**src/rtl/multicycle_main_fsm.sv**
```systemverilog
// Main control FSM for the multicycle MIPS datapath: sequences fetch/decode/
// execute/memory/writeback and drives every datapath enable and mux select.
module multicycle_main_fsm #(
    parameter bit MEM_WAIT_EN = 1'b1
) (
    input  logic       clk,
    input  logic       reset,
    input  logic [5:0] Op,
    input  logic       Zero,
    input  logic       MemReady,
    output logic       IorD,
    output logic       MemWrite,
    output logic       IRWrite,
    output logic       RegDst,
    output logic       MemtoReg,
    output logic       RegWrite,
    output logic       ALUSrcA,
    output logic [1:0] ALUSrcB,
    output logic [1:0] ALUOp,
    output logic [1:0] PCSrc,
    output logic       PCEn,
    output logic       IllegalOp,
    output logic [3:0] State
);

    typedef enum logic [3:0] {
        FETCH    = 4'd0,
        DECODE   = 4'd1,
        MEMADR   = 4'd2,
        MEMREAD  = 4'd3,
        MEMWB    = 4'd4,
        MEMWRITE = 4'd5,
        EXECUTE  = 4'd6,
        ALUWB    = 4'd7,
        BEQEX    = 4'd8,
        ADDIEX   = 4'd9,
        ADDIWB   = 4'd10,
        JEX      = 4'd11
    } state_t;

    localparam logic [5:0] OP_RTYPE = 6'b000000;
    localparam logic [5:0] OP_LW    = 6'b100011;
    localparam logic [5:0] OP_SW    = 6'b101011;
    localparam logic [5:0] OP_BEQ   = 6'b000100;
    localparam logic [5:0] OP_ADDI  = 6'b001000;
    localparam logic [5:0] OP_J     = 6'b000010;

    state_t state;
    state_t next_state;
    logic   pcwrite;
    logic   branch;
    logic   mem_ready;

    // With waiting disabled, memory phases always complete in one cycle.
    assign mem_ready = MEM_WAIT_EN ? MemReady : 1'b1;
    assign State     = state;

    always_ff @(posedge clk) begin
        if (reset) begin
            state <= FETCH;
        end else begin
            state <= next_state;
        end
    end

    always_comb begin
        next_state = FETCH;
        IorD       = 1'b0;
        MemWrite   = 1'b0;
        IRWrite    = 1'b0;
        RegDst     = 1'b0;
        MemtoReg   = 1'b0;
        RegWrite   = 1'b0;
        ALUSrcA    = 1'b0;
        ALUSrcB    = 2'b00;
        ALUOp      = 2'b00;
        PCSrc      = 2'b00;
        IllegalOp  = 1'b0;
        pcwrite    = 1'b0;
        branch     = 1'b0;

        case (state)
            FETCH: begin
                ALUSrcB    = 2'b01;
                IRWrite    = mem_ready;
                pcwrite    = mem_ready;
                next_state = mem_ready ? DECODE : FETCH;
            end
            DECODE: begin
                ALUSrcB = 2'b11;
                case (Op)
                    OP_LW, OP_SW: next_state = MEMADR;
                    OP_RTYPE:     next_state = EXECUTE;
                    OP_BEQ:       next_state = BEQEX;
                    OP_ADDI:      next_state = ADDIEX;
                    OP_J:         next_state = JEX;
                    default: begin
                        next_state = FETCH;
                        IllegalOp  = 1'b1;
                    end
                endcase
            end
            MEMADR: begin
                ALUSrcA = 1'b1;
                ALUSrcB = 2'b10;
                if (Op == OP_LW) begin
                    next_state = MEMREAD;
                end else if (Op == OP_SW) begin
                    next_state = MEMWRITE;
                end else begin
                    next_state = FETCH;
                end
            end
            MEMREAD: begin
                IorD       = 1'b1;
                next_state = mem_ready ? MEMWB : MEMREAD;
            end
            MEMWB: begin
                MemtoReg = 1'b1;
                RegWrite = 1'b1;
            end
            MEMWRITE: begin
                // Strobe stays high across the whole wait, not just the completing cycle.
                IorD       = 1'b1;
                MemWrite   = 1'b1;
                next_state = mem_ready ? FETCH : MEMWRITE;
            end
            EXECUTE: begin
                ALUSrcA    = 1'b1;
                ALUOp      = 2'b10;
                next_state = ALUWB;
            end
            ALUWB: begin
                RegDst   = 1'b1;
                RegWrite = 1'b1;
            end
            BEQEX: begin
                ALUSrcA = 1'b1;
                ALUOp   = 2'b01;
                PCSrc   = 2'b01;
                branch  = 1'b1;
            end
            ADDIEX: begin
                ALUSrcA    = 1'b1;
                ALUSrcB    = 2'b10;
                next_state = ADDIWB;
            end
            ADDIWB: begin
                RegWrite = 1'b1;
            end
            JEX: begin
                PCSrc   = 2'b10;
                pcwrite = 1'b1;
            end
            default: begin
                next_state = FETCH;
            end
        endcase

        PCEn = pcwrite | (branch & Zero);
    end

endmodule
```
**config.mk**
```make
export PLATFORM = sky130hd
export DESIGN_NAME = multicycle_main_fsm
export DESIGN_NICKNAME = d
export VERILOG_FILES = /design/src/rtl/multicycle_main_fsm.sv
export SDC_FILE = /design/constraint.sdc
export NUM_CORES = 1
export LEC_CHECK = 0
export CAP_MARGIN = 30
export CORE_AREA = 2 2 40 42
export CTS_BUF_LIST = sky130_fd_sc_hd__clkbuf_4 sky130_fd_sc_hd__clkbuf_8 sky130_fd_sc_hd__clkbuf_16
export DETAILED_ROUTE_END_ITERATION = 10
export DIE_AREA = 0 0 42 44
export PLACE_DENSITY = 0.75
export SLEW_MARGIN = 20
export SYNTH_ARGS = -nofsm -noshare
export SYNTH_HDL_FRONTEND = slang
export SYNTH_SLANG_ARGS = --single-unit
```
**constraint.sdc**
```tcl
create_clock -name clk -period 1.9 [get_ports clk]
set_clock_uncertainty 0.1 [all_clocks]
set_input_delay 0.475 -clock clk [delete_from_list [all_inputs] [get_ports clk]]
set_output_delay 0.475 -clock clk [all_outputs]
set_load 0.005 [all_outputs]
```
==> flow_summary.ini, run 1 <==
[pwr]
leakage_nw = 0.5006
power_uw = 323.9
vdd_ir_drop_max_mv = 0.2581
p_per_area_nw_per_um2 = 289.9

[place]
place_area_um2 = 980.9
numPortBuffers = 28
place_ws_ps = -838.1
dp.cells = 139
hpwlAfterDp_um = 1460
gp_congestion = 0.9364

[timing]
rsz0062_at_grt = yes
fin_crit_sh_pct = 105.6
period_minus_slack_ps = 2006
finalHoldViolCount = 0
max_slew_margin_pct = 73.87
fmax_mhz = 498.4
finalWorstSetupSlack_ps = -106.5
drv_slew = 0
tightest_slew_ps = 388.4
setup_viol = 1
tns_ps = -106.5

[floorplan]
die_width_um = 42
dieArea_um2 = 1848
row_count = 14
ios = 29
start_util_pct = 33.86
chipHeight_um = 44
core_um2 = 1419

[synth]
synth_edf_count = 0
synthFlopType = dfxtp_1
yosysWarnings = 0
synth_cell_type_count = 31
synth-async-reset-ratio_pct = 0
synth_top_area_share_pct = 16.67
yosys-top-cells-area = dfxtp_1 17%, a21oi_1 8.3%, nor3_1 8.3%
syn_inst = 69
ys_ff_latch = 4
synth_area_um2 = 480.5
synth.avg_cell_area_um2 = 6.963
synth_commonest_cells = 8 x a21oi_1, 8 x nor3_1, 7 x nor2_1
synth_fp_nets = 79
yosysSeqAreaShare_pct = 16.67
synth.largest_area_cell = dfxtp_1

[setup_path]
rrSetupSlack_ps = 170
criticalPathCategory = input port to output pin
worstReg2RegStart = State[2]$_SDFF_PP0_
arrival_ps = 1430
r2r_cells = 6
cp-start-kind = input port
worst-endpoint-required_ps = 1320
end_kind = output pin
crit_fanout = 4
rr_endpoint = State[0]$_SDFF_PP0_

[clock_tree]
hold_buffers = 0
cts_buffers = 3
cts_root_buffer = clkbuf_4
cts_buffer_depth = 2
path_clk_slew_ps = 40
cts_tree = built
cts.sinks = 4
insertion_delay_ps = 250
cts_max_level = 1

[final_layout]
largest_register_ff_count = 4
seq_area_um2 = 95.09
multi_input_comb_area_um2 = 457.9
area_growth_syn_to_layout_pct = 132.6
instances_no_fill = 149
design_area_um2 = 1117
diodes = 0
fin_nets = 145
fill_cells = 105
final_layout_size_suffix_gt1_share_pct = 61.65

[min_path]
min_path_type = register to register
min_to = State[2]$_SDFF_PP0_
hp-start = State[0]$_SDFF_PP0_
min_path_cells = 3

[routing]
ant_nets = 0
detail_route.wl_per_cell_um = 15.02
wirelength_um = 2238
first_iter_violations = 22
vias = 831
route.detailed.drc = 0
vias_per_cell = 5.577
first_pass_iters = 5

[grt]
grt_pass1_vias = 793
grt_pass1_wl_um = 3339
antenna_found_initial = 0
groute.usage.overall_pct = 24.19
grt_start_max_net_pins = 7
grt-ovfl-total = 0

[outcome]
run_status = complete, but fails checks
failed_checks = setup timing

[job]
maxCapViolCount = 0
## worst max-delay path by stage
stage,cells past startpoint,startpoint,slack (ps),to
global placement,5,Op[3],-790,IllegalOp
global route,5,Op[5],-140,IllegalOp
floorplan,4,Op[3],60,IllegalOp
detailed placement,5,Op[3],-840,IllegalOp
CTS,5,Op[1],-190,IllegalOp
finish,5,Op[5],-110,IllegalOp
## routing by layer
layer | vias up | part of all wire, % | global-route usage [%]
met4 | 0 | 1.7 | 14.84
met1 | 396 | 36 | 23.81
li1 | 387 | - | -
met2 | 42 | 57 | 46.25
met5 | - | 0 | 0
met3 | 6 | 5.4 | 5.000
## timing repair
item                                   4_1_cts  5_1_grt
endpoints found under the hold margin        0        0
buffers inserted                             1        6
resized for setup                           59       41
pin swaps                                    5       12
setup endpoints to repair                   17       11
## cell type report
cell class / instances / share of cell area (%)
timing repair buffer: 67 / 46.70
multi-input combinational: 59 / 40.99
clock buffer: 3 / 2.016
sequential: 4 / 8.511
tap: 16 / 1.792
## per-stage QoR
step | hold WS [ps] | util [%]
global route | 578.3 | 78.75
finish | 589.8 | 78.75
floorplan | 453.7 | -
detailed placement | 574.9 | 69.14
global placement | 587.2 | 69.14
CTS | 576.4 | 73.90
## power breakdown
| part | internal (mW) | leakage, nW | switching (mW) |
|---|---|---|---|
| Combinational | 0.0706 | 0.451 | 0.0518 |
| Clock | 0.0713 | 0.0138 | 0.0451 |
| Sequential | 0.0816 | 0.0355 | 0.00344 |
## cells in the final DEF, fill, tap and decap left out, types with 2 or more instances in the layout
master,Yosys,layout
or4_4,2,2
clkbuf_2,0,7
xnor2_1,2,2
buf_4,0,38
dfxtp_4,0,4
dlygate4sd2_1,0,5
clkdlybuf4s50_1,0,6
nor2_1,7,3
or2_1,2,2
nand3_1,3,3
buf_2,2,4
nor3_2,1,2
nand2_1,3,3
a21oi_1,8,7
nor4_1,2,2
nor3_1,8,6
clkbuf_4,0,3
buf_6,2,6
nor2_2,0,3
nand2b_4,0,3
## worst max-delay path: stages
cell and delay, ps:
buf_6 100, or4_4 550, a21oi_4 140, nor4b_2 50, buf_2 120
## logic make-up after synthesis
family                    Yosys count  synth area share (%)
xor gates and xnor gates            3                 5.470
AOI/OAI and AO/OA                  19                 25.78
buffers and inverters               6                 8.332
and+or+nand+nor                    37                 43.75
DFF                                 4                 16.67
(Power assumes the default switching activity.)
==> inputs of run 2 (changes only) <==
--- a/config.mk
+++ b/config.mk
@@ -11,6 +11,7 @@
 export DETAILED_ROUTE_END_ITERATION = 10
 export DIE_AREA = 0 0 42 44
 export PLACE_DENSITY = 0.75
+export RECOVER_POWER = 50
 export SLEW_MARGIN = 20
 export SYNTH_ARGS = -nofsm -noshare
 export SYNTH_HDL_FRONTEND = slang
==> results of run 2 <==
No change in the layout: final DEF, timing and power equal those of run 1.
